<file path="src/rtl/arb_pkg.sv">
// Shared types and helpers for the round-robin burst arbiter.
package arb_pkg;

    typedef enum logic {
        IDLE  = 1'b0,
        GRANT = 1'b1
    } state_t;

    localparam int N_DEF     = 8;
    localparam int W_DEF     = 8;
    localparam int BURST_DEF = 4;

    // Index of the set bit in a one-hot vector; returns 0 for an all-zero vector.
    function automatic int unsigned oh2idx(input logic [63:0] oh);
        int unsigned idx;
        idx = 0;
        for (int i = 0; i < 64; i++) begin
            if (oh[i]) idx = idx | i;
        end
        return idx;
    endfunction

endpackage

</file>
<file path="src/rtl/rr_pick.sv">
// Rotating priority pick: first set request at or above the pointer, wrapping to bit 0.
module rr_pick #(
    parameter int N = 8
) (
    input  logic [N-1:0] req,
    input  logic [N-1:0] ptr,
    output logic [N-1:0] win,
    output logic         found
);

    logic [N-1:0] masked;
    logic [N-1:0] pool;

    always_comb begin
        // Requests at or above the pointer position take precedence.
        masked = req & ~(ptr - N'(1));
        pool   = (|masked) ? masked : req;
        win    = pool & (~pool + N'(1));
        found  = |req;
    end

endmodule

</file>
<file path="src/rtl/rr_burst_arbiter.sv">
// N:1 round-robin arbiter with burst-bounded ownership and a one-hot priority ring.
// Optional ARB_LOCK_EN adds a lock input that suspends burst expiry for the owner.
module rr_burst_arbiter
    import arb_pkg::*;
#(
    parameter  int N     = N_DEF,
    parameter  int W     = W_DEF,
    parameter  int BURST = BURST_DEF,
    localparam int IW    = $clog2(N),
    localparam int CW    = $clog2(BURST) + 1
) (
    input  logic           clk,
    input  logic           clr_n,
    input  logic [N-1:0]   req,
    input  logic [N*W-1:0] in_data,
`ifdef ARB_LOCK_EN
    input  logic           lock,
`endif
    output logic [N-1:0]   gnt,
    output logic [IW-1:0]  gnt_idx,
    output logic           gnt_valid,
    output logic [W-1:0]   out_data,
    output logic [N-1:0]   ptr
);

    state_t        state, state_nxt;
    logic [N-1:0]  gnt_nxt, ptr_nxt;
    logic [IW-1:0] idx_nxt;
    logic [CW-1:0] cnt, cnt_nxt;
    logic [N-1:0]  win;
    logic          found;
    logic          hold_ok;
    logic          owner_req;

    rr_pick #(.N(N)) u_pick (
        .req   (req),
        .ptr   (ptr),
        .win   (win),
        .found (found)
    );

    always_ff @(posedge clk) begin
        if (!clr_n) begin
            state   <= IDLE;
            gnt     <= '0;
            gnt_idx <= '0;
            ptr     <= N'(1);
            cnt     <= '0;
        end else begin
            state   <= state_nxt;
            gnt     <= gnt_nxt;
            gnt_idx <= idx_nxt;
            ptr     <= ptr_nxt;
            cnt     <= cnt_nxt;
        end
    end

    always_comb begin
        state_nxt = state;
        gnt_nxt   = gnt;
        idx_nxt   = gnt_idx;
        ptr_nxt   = ptr;
        cnt_nxt   = cnt;
        hold_ok   = 1'b0;
`ifdef ARB_LOCK_EN
        hold_ok   = lock;
`endif
        owner_req = req[gnt_idx];

        case (state)
            IDLE: begin
                if (found) begin
                    gnt_nxt   = win;
                    idx_nxt   = IW'(oh2idx(64'(win)));
                    cnt_nxt   = CW'(BURST - 1);
                    state_nxt = GRANT;
                end
            end
            GRANT: begin
                // Release rotates the ring so the old owner drops to lowest priority.
                if (!owner_req || (cnt == '0 && !hold_ok)) begin
                    gnt_nxt   = '0;
                    idx_nxt   = '0;
                    cnt_nxt   = '0;
                    ptr_nxt   = {gnt[N-2:0], gnt[N-1]};
                    state_nxt = IDLE;
                end else if (cnt != '0) begin
                    cnt_nxt = cnt - CW'(1);
                end
            end
            default: begin
                state_nxt = IDLE;
                gnt_nxt   = '0;
                idx_nxt   = '0;
            end
        endcase
    end

    assign gnt_valid = |gnt;

    always_comb begin
        out_data = '0;
        if (gnt_valid) out_data = in_data[int'(gnt_idx)*W +: W];
    end

endmodule

</file>
<file path="config.mk">
export PLATFORM = sky130hd
export DESIGN_NAME = rr_burst_arbiter
export DESIGN_NICKNAME = d
export VERILOG_FILES = /design/src/rtl/arb_pkg.sv /design/src/rtl/rr_pick.sv /design/src/rtl/rr_burst_arbiter.sv
export SDC_FILE = /design/constraint.sdc
export NUM_CORES = 1
export LEC_CHECK = 0
export ABC_AREA = 1
export CORE_AREA = 2 2 73 75
export CTS_BUF_LIST = sky130_fd_sc_hd__clkbuf_8
export DETAILED_ROUTE_END_ITERATION = 6
export DIE_AREA = 0 0 75 77
export PLACE_DENSITY = 0.78
export SYNTH_ARGS = -nofsm -noshare
export SYNTH_HDL_FRONTEND = slang
export SYNTH_HIERARCHICAL = 1
export SYNTH_SLANG_ARGS = --single-unit
export TNS_END_PERCENT = 30
</file>
<file path="constraint.sdc">
create_clock -name clk -period 3.05 [get_ports clk]
set_input_delay 0.61 -clock clk [delete_from_list [all_inputs] [get_ports clk]]
set_output_delay 0.61 -clock clk [all_outputs]
set_load 0.01 [all_outputs]
</file>
After elaboration in Yosys (flattened, before gate mapping):

Cells that the tools add are included.

* flip-flop bits (word level): 23
* input bits: 74
* output and inout bits: 28
* word-level logic and storage cells: 52

* $add $sub $neg: 3
* magnitude comparators: 1
* equal/unequal tests: 3
* shift-type cells: 1
* mux-type cells: 24
* bitwise operators: 5
* reductions and logical operators: 10

Operators with widths (count)
* $shiftx A64 B7 Y8: 1
* $mux W8: 4
* $mux W3: 9
* $reduce_or A8 Y1: 3
* $and A8 B8 Y8: 2
* $not A8 Y8: 2
* $pmux W8 S2: 1
* $pmux W3 S2: 2
* $add A8 B1 Y8 const B: 1
* $sub A8 B1 Y8 const B: 1
* $reduce_and A2 Y1: 3
* $lt A3 B4 Y1 const B: 1
* $mux W1: 4
* $mux W2: 2
* $bmux W1 S3: 1
* $logic_not A3 Y1: 1
* $ne A3 B1 Y1 const B: 1
* $reduce_bool A3 Y1: 1
* $sub A3 B1 Y3 const B: 1
* $ne A2 B1 Y1 const B: 1
* $ne A2 B2 Y1 const B: 1
* $pmux W1 S2: 1
* $logic_not A1 Y1: 1
* $logic_or A1 B1 Y1: 1
* $not A1 Y1: 1

Logic depth before layout (Yosys ltp):

Gate-level depths: netlist of run 1.

* depth after elaboration: 17
* mapped depth: 16
* mapped depth without buffers: 16

Modules after synthesis:

The synthesis of run 1 kept the hierarchy.

By module, submodules not included
* rr_burst_arbiter: times used 1, cells each 254, area an instance 1597.8 um^2, seq. area each 460.4 um^2
* rr_pick: times used 1, cells each 88, area an instance 430.4 um^2, seq. area each 0.0 um^2

Least setup slack after synthesis of run 1:

Ideal clock, no wire load.

* path type: register to register
* start point: register ptr[0]
* end point: register gnt_idx[1]
* library setup time: 132 ps
* data arrival time: 2091 ps
* data required time: 2918 ps
* path slack: 827 ps
* cell stages (with the launch flop): 16
* buffers on the path: 0
* clock period less this slack: 2223 ps
* cell sequence: dfxtp_1 > inv_2 > ha_1 > nand2_1 > nand2_1 > inv_1 > nand2_1 > inv_1 > nand3_2 > nor2_4 > nand2_1 > nand2_1 > nand2_1 > and3_1 > o41ai_1 > a21oi_1

* longest elaborated chain between the ends: 16

Ends and longest elaborated chain
* from (decl): RTL line rr_burst_arbiter.sv:23 `output logic [N-1:0] ptr`
* from (signal assigned): RTL line rr_burst_arbiter.sv:53 `ptr <= ptr_nxt;`
* $sub A8 B1 Y8 *: RTL line rr_pick.sv:16 `masked = req & ~(ptr - N'(1));`
* $not A8 Y8 *: RTL line rr_pick.sv:16
* $and A8 B8 Y8 *: RTL line rr_pick.sv:16
* $reduce_or A8 Y1: RTL line rr_pick.sv:17 `pool = (|masked) ? masked : req;`
* $mux W8 *: RTL line rr_pick.sv:17
* $not A8 Y8: RTL line rr_pick.sv:18 `win = pool & (~pool + N'(1));`
* $add A8 B1 Y8: RTL line rr_pick.sv:18
* $and A8 B8 Y8 *: RTL line rr_pick.sv:18
* via win[2]: RTL line rr_burst_arbiter.sv:30 `logic [N-1:0] win;`
* $mux W2 * (2 in a row): RTL line arb_pkg.sv:18 `if (oh[i]) idx = idx | i;`
* $mux W3 * (4 in a row): RTL line arb_pkg.sv:18
* $mux W3 *: RTL line rr_burst_arbiter.sv:72 `if (found) begin`
* $pmux W3 S2 *: RTL line rr_burst_arbiter.sv:70 `case (state)`
* to (signal assigned): RTL line rr_burst_arbiter.sv:52 `gnt_idx <= idx_nxt;`
* to (decl): RTL line rr_burst_arbiter.sv:20 `output logic [IW-1:0] gnt_idx,`

Mark *: on every way through the listed nets, which the timed path passes. The rest lies on a longest branch. The select of a mux whose other input is x is not followed.
A chain may end at the register's enable or synchronous reset.

Worst setup path after layout of run 1:

* start point: input port in_data[48]
* end point: output port out_data[0]

* longest elaborated chain between the ends: 2

Ends and longest elaborated chain
* from (decl): RTL line rr_burst_arbiter.sv:15 `input logic [N*W-1:0] in_data,`
* $shiftx A64 B7 Y8: RTL line rr_burst_arbiter.sv:103 `if (gnt_valid) out_data = in_data[int'(gnt_idx)*W +: W];`
* $mux W8: RTL line rr_burst_arbiter.sv:103
* to (decl): RTL line rr_burst_arbiter.sv:22 `output logic [W-1:0] out_data,`

Every way passes these cells.

==> results of run 1 <==
[report_power, final]
part	total (W)	leakage, nW	switching (W)	internal, W
Sequential	0.000378	0.189	0.0000438	0.000334
Combinational	0.000746	1.04	0.000402	0.000344
Clock	0.000183	0.0269	0.0000932	0.0000898
Total	0.00131	1.26	0.000539	0.000768
[layout make-up]
class / instances / area (µm²) / share of cell area (%)
well taps: 70 / 87.6 / 2.80
clock inverters: 1 / 3.75 / 0.120
repair buffers: 107 / 1060 / 33.8
flip-flops and latches: 23 / 462 / 14.8
multi-input cells: 270 / 1340 / 42.8
inverters: 33 / 136 / 4.36
clock buffers: 3 / 41.3 / 1.32
[cells by family (layout without fill, tap and decap cells)]
logic type | after synthesis | count (layout) | share of synthesized area (%)
AND/OR/NAND/NOR | 182 | 182 | 41.4
AO/OA/AOI/OAI | 84 | 84 | 22.3
buffers and inverters | 49 | 144 | 11.3
flip-flops | 23 | 23 | 22.7
adder cells (fa/ha/maj) | 3 | 3 | 1.85
XOR/XNOR | 1 | 1 | 0.432
[placed cells by master (no fill, tap or decap), types with 2 or more instances in the layout]
cell type	netlist	final
o21ai_0	48	48
clkbuf_8	0	3
dfxtp_1	23	22
o22ai_1	16	16
ha_1	3	3
nand3_2	11	11
inv_4	1	2
nor4_1	4	4
nand3_1	25	25
nor2_1	72	72
buf_4	0	6
inv_2	4	3
nand2_2	5	5
a21oi_1	15	15
nor2_2	7	7
clkdlybuf4s50_1	0	101
inv_1	27	28
nand2_1	55	55
o41ai_1	3	3
[per-stage QoR]
step,cells,cell area [µm²]
after floorplan,342,2030
after global placement,503,3080
after detailed placement,503,3080
after CTS,507,3120
after global routing,507,3130
final,507,3130
[layer usage]
metal  share of wire, %  vias to the layer above
met5                  0                        -
met4                2.1                        0
met3                6.1                       16
met2                 48                       83
met1                 44                     1154
li1                   -                     1329
[registers in the layout (all words and copies together) (netlist names)]
name     flops
cnt          3
gnt          8
gnt_idx      3
ptr          8
state        1
[final timing paths]
check | end | slack (ns) | cells after the start
setup reg to reg | gnt_idx[1]$_SDFFE_PN0P_ | 0.61 | 15
hold reg to reg | cnt[2]$_SDFFE_PN0P_ | 0.50 | 2
setup / recovery | out_data[0] | 0.19 | 6
hold / removal | cnt[2]$_SDFFE_PN0P_ | 0.50 | 2
[critical path: stages]
cell and delay (ns):
clkdlybuf4s50_1 0.46, o21ai_0 0.08, o22ai_1 0.30, o21ai_0 0.13, nor2_1 0.12, clkdlybuf4s50_1 0.56
==> key figures, run 1 <==
Clock network
  • TritonCTS buffer count: 3
  • Clock tree from TritonCTS: yes
  • Clock transition at the register clock pins on the worst setup and hold paths after CTS: 0.08 ns
  • Buffers from clock root to sink, at most: 2
  • H-Tree Depth: 1
  • Post-CTS setup buffers: 0
  • Hold buffer count at cts: 0
  • Post_cts resized: 0
  • Clock insertion delay at the later pin of the skew report: around 0.26 ns
  • Cell at the root of the clock tree: clkbuf_8
  • Number of sinks driven by the clock tree: 23

Synthesis
  • Post-synthesis area per instance: 5.93 µm²
  • Synth area leader: dfxtp_1
  • Portion of synthesized cell area occupied by the leading cell type: between 20% and 30%
  • Post-Synthesis Net Count: between 400 and 500
  • FFs w/ async S/R, synth: 0%
  • Sequential element share of the synthesized area: between 20% and 30%
  • Flops & latches, synth: 23
  • Most frequent cell after synthesis: nor2_1
  • Cell area after synthesis: ~2000 µm²
  • Post-Synthesis Cells: approximately 340
  • Post-synthesis cell type count: 27
  • Number of warnings issued by yosys: 6
  • Leading post-synthesis cells by cell area: dfxtp_1 23%, nor2_1 13%, o21ai_0 12%, nand2_1 10%, nand3_1 6.2%
  • Prevailing post-synth register cell: dfxtp_1
  • EDFF count, synth: 0
  • Top cell types by occurrence after synthesis: 72 x nor2_1, 55 x nand2_1, 48 x o21ai_0

Timing
  • Largest clock skew in the final design: 0.00103 ns
  • Final slew viol count: 0
  • Max Clk Rate: between 0.3 and 0.4 GHz
  • Post-layout min period: between 2 and 3 ns
  • Worst slew margin: slightly below 70%
  • Endpoints failing setup: 0
  • Crit share post-route: between 90% and 100%
  • Final setup margin: 0.192 ns
  • Total Neg Setup Slack: 0 ns
  • Number of hold violations in the final report: 0
  • Unrepaired setup endpoints after global routing: false
  • Worst hold slack across all endpoints: around 0.50 ns
  • Actual slew at the worst max-slew pin: between 0.4 and 0.5 ns

Die
  • Vertical die dimension: around 77 µm
  • Core Region: between 4000 and 5000 µm²
  • Die W: roughly 75 µm
  • Effective utilization at floorplan: about two fifths
  • Die area: 5780 µm²
  • Number of I/O pins: just over 100
  • # rows: 26

Cells and area
  • Core occupancy in the finished layout: between 60% and 70%
  • Antenna Cells: 0
  • Area growth from synthesis to final layout: 54.1%
  • Final net count: ~500
  • Layout cell share with drive strength beyond 1: roughly a tenth
  • Number of inserted filler cells in the final layout: between 500 and 600

GRT
  • Met1 Track Usage GR: between 30 and 40%
  • Via count of the first global-routing pass: 2272
  • GRT met2 Usage: between 30% and 40%
  • Number of antenna violations at the first check in global routing: 0
  • GR Layer Usage met3: under 10%
  • Total routing usage reported by global routing: a little under a quarter
  • Maximum number of pins on one net before global-route repair: 37
  • Global-route wire length before repair: between 10000 and 15000 µm
  • Busiest layer in global routing: met2
  • GRT overflow: 0

Routing
  • Avg Vias per Cell: just over 5
  • Count of TritonRoute iterations in the first routing pass: 5
  • Routed wire length: between 6000 and 7000 µm
  • Number of routed nets with antenna violations: 0
  • Average routed wire per standard cell: around 14 µm
  • DRC: 0
  • Initial detailed-routing violation count: just over 200
  • Routed via count: 2582

Worst hold path
  • Startpoint of the most critical hold path: cnt[2]$_SDFFE_PN0P_
  • Worst min path class: flip-flop to flip-flop

Run status
  • Run status: completed

Placement
  • Worst Setup Slack post-DPL: approximately 0.25 ns
  • DPL Wire Length: about 5400 µm
  • RD Place Congestion: ~0.9
  • Port Buf Inserts: just over 100

Setup path
  • Critical Path RT: about 2.4 ns
  • Kind of start point of the critical path: input pin
  • Kind of capture point of the worst setup path: output pin
  • Crit Path Category: input pin to output pin
  • Maximum fanout along the worst path: 1
  • CP arrival: about 2.3 ns
  • R2R Path Start: ptr[0]$_SDFFE_PN1P_
  • Critical Path Start: in_data[48]

Power
  • Total power: 0.00131 W
  • Power Density: 418 nW/µm²
  • Maximum vdd drop: between 200 and 300 µV
  • Leak pwr: ~1.3 nW

Run
  • Max cap viols: 0
(Power assumes the default switching activity.)
==> inputs of run 2 (changes only) <==
--- a/config.mk
+++ b/config.mk
@@ -10,6 +10,7 @@
 export CTS_BUF_LIST = sky130_fd_sc_hd__clkbuf_8
 export DETAILED_ROUTE_END_ITERATION = 6
 export DIE_AREA = 0 0 75 77
+export GPL_TIMING_DRIVEN = 0
 export PLACE_DENSITY = 0.78
 export SYNTH_ARGS = -nofsm -noshare
 export SYNTH_HDL_FRONTEND = slang
==> run 2 against run 1 <==
Net effect:
- non-clock buffer count up 10
- first-iteration DRC count up 29%
- combinational power grew 4.7%
- global-route usage rose by 1.4 points
- sequential power decreased by 2%
- power increased by 3.1%
- flip-flop and latch count did not move
- clock skew up 0.0058 ns
- final cell count is 2.0% higher
- utilization increased by 1.0 points
- critical endpoint is now out_data[6]
- via count is 1.0% higher
- clock power grew 7%
- largest cell class unchanged
==> key figures, run 2 (synthesis gave the netlist of run 1 again) <==
Run status
  • Run status: completed

Routing
  • Number of routed nets with antenna violations: 0
  • Routed wire length: slightly above 7000 µm
  • DRC: 0
  • Count of TritonRoute iterations in the first routing pass: 4
  • Avg Vias per Cell: 5.04
  • Initial detailed-routing violation count: 260
  • Average routed wire per standard cell: 13.8 µm
  • Routed via count: 2608

Die
  • Number of I/O pins: between 100 and 150
  • Core Region: ~5000 µm²
  • # rows: 26
  • Vertical die dimension: just under 80 µm
  • Die area: a little under 6000 µm²
  • Effective utilization at floorplan: just over 40%
  • Die W: between 70 and 80 µm

Cells and area
  • Final net count: around 530
  • Antenna Cells: 0
  • Largest registers: gnt x8, ptr x8
  • Number of inserted filler cells in the final layout: around 480
  • Final Instance Count excl. Fillers: just over 500
  • Area growth from synthesis to final layout: 56.6%
  • Commonest non-fill, non-tap cells in the layout: 101 x clkdlybuf4s50_1, 72 x nor2_1, 55 x nand2_1
  • Layout cell share with drive strength beyond 1: 9.84%
  • Most common cell after layout, fill and taps aside: clkdlybuf4s50_1

Placement
  • DPL Wire Length: 5700 µm
  • Port Buf Inserts: 101
  • RD Place Congestion: just under 0.9
  • Post-placement cell count: 513
  • Worst Setup Slack post-DPL: 0.295 ns

Timing
  • Number of hold violations in the final report: 0
  • Max Clk Rate: between 0.3 and 0.4 GHz
  • Final slew viol count: 0
  • Final setup margin: roughly 0.14 ns
  • Largest clock skew in the final design: 0.00682 ns
  • Worst slew margin: between 60% and 70%
  • Actual slew at the worst max-slew pin: ~0.55 ns
  • Post-layout min period: 2.91 ns
  • Endpoints failing setup: 0
  • Crit share post-route: about 95%
  • Unrepaired setup endpoints after global routing: true
  • Total Neg Setup Slack: 0 ns

GRT
  • Number of antenna violations at the first check in global routing: 0
  • Total routing usage reported by global routing: ~25%
  • Via count of the first global-routing pass: 2380
  • Maximum number of pins on one net before global-route repair: 15
  • GRT overflow: 0
  • Global-route wire length before repair: about 11000 µm

Clock network
  • Clock tree from TritonCTS: yes
  • H-Tree Depth: 1
  • Buffers from clock root to sink, at most: 2
  • Cell at the root of the clock tree: clkbuf_8
  • TritonCTS buffer count: 3
  • Post-CTS setup buffers: 0
  • Clock insertion delay at the later pin of the skew report: roughly 0.27 ns
  • Clock transition at the register clock pins on the worst setup and hold paths after CTS: roughly 0.090 ns
  • Number of sinks driven by the clock tree: 23

Setup path
  • Most repeated library cell on the critical path: nor2_1
  • Critical Path RT: 2.44 ns
  • Maximum fanout along the worst path: 10
  • Cell at the slowest stage of the critical path: clkdlybuf4s50_1
  • Depth of the most critical reg-to-reg path: 16
  • Crit Path Category: flip-flop to output pin
  • CP arrival: 2.30 ns
  • Ordered cell list for the critical path: buf_6 > clkbuf_1 > nor2_1 > o22ai_1 > o21ai_0 > nor2_1 > clkdlybuf4s50_1
  • Max stage delay on crit path: around 0.55 ns
  • Kind of capture point of the worst setup path: output pin
  • Kind of start point of the critical path: flip-flop

Power
  • Logic pwr share: ~58%
  • Maximum vdd drop: around 290 µV
  • Sequential share of power: about 28%
  • Switching power share of the total: a little over two fifths
  • Power Density: around 420 nW/µm²
  • Clock group share of total power: approximately 15%
  • Net switching component of the power: between 0.0005 and 0.0006 W
  • Power Internal: 0.000785 W
  • Leak pwr: 1.28 nW

Run
  • Max cap viols: 0

Worst hold path
  • Worst min path class: flip-flop to flip-flop
  • Hold Path Cell Cnt: 2
-- run 2: cell count changes in the layout (fill, tap and decap cells not counted), sizes merged --
cell | previous run | this run
buf | 6 | 7
clkbuf | 3 | 12
clkinvlp | 0 | 1
inv | 34 | 33
-- run 2: cell type report --
class,instances,area (µm²),area share [%]
Sequential cell,23,460,14.5
Tap cell,70,87.6,2.76
Inverter,33,134,4.21
Timing Repair Buffer,101,1010,31.8
Clock inverter,1,7.51,0.236
Clock buffer,3,41.3,1.30
Buffer,16,96.3,3.03
Multi-Input combinational cell,270,1340,42.1
-- run 2: final timing paths --
check                            end  slack [ns]               startpoint
max                      out_data[6]        0.14  gnt_idx[0]$_SDFFE_PN0P_
min reg2reg      cnt[2]$_SDFFE_PN0P_        0.50      cnt[2]$_SDFFE_PN0P_
max reg2reg  gnt_idx[0]$_SDFFE_PN0P_        0.60      ptr[0]$_SDFFE_PN1P_
min              cnt[2]$_SDFFE_PN0P_        0.50      cnt[2]$_SDFFE_PN0P_
-- run 2: metal layers --
layer,vias to the layer above,global-route usage [%],wire (µm)
met1,1179,36.6,3330
met3,13,3.42,291
met4,0,8.57,144
met2,68,38.0,3360
li1,1348,-,-
met5,-,0,0
-- run 2: critical path: cells and delay by family (launching register included) --
family | cells | cell delay, ns
compound gates | 2 | 0.24
simple gates | 2 | 0.27
flops | 1 | 0.38
buf+inv | 3 | 1.14
-- run 2: timing repair --
action,4_1_cts,5_1_grt
gates resized for setup,0,2
endpoints found under the setup margin,0,2
hold buffers,0,0
-- run 2: per-stage QoR --
step	area (µm²)	total power (W)	utilization [%]	hold WS, ns
after floorplan	2030	0.000821	-	0.468
after global placement	3130	0.00114	62.8	0.482
after detailed placement	3130	0.00115	62.8	0.492
after CTS	3180	0.00134	63.8	0.505
after global routing	3180	0.00145	63.8	0.518
final	3180	0.00135	63.8	0.498
-- run 2: power groups by stage --
stage               Sequential [W]  Combinational (W)  Clock (W)
finish                    0.000370           0.000781   0.000196
global route              0.000377           0.000856   0.000214
CTS                       0.000371           0.000774   0.000200
detailed placement        0.000378           0.000770          0
global placement          0.000377           0.000762          0
floorplan                 0.000383           0.000438          0
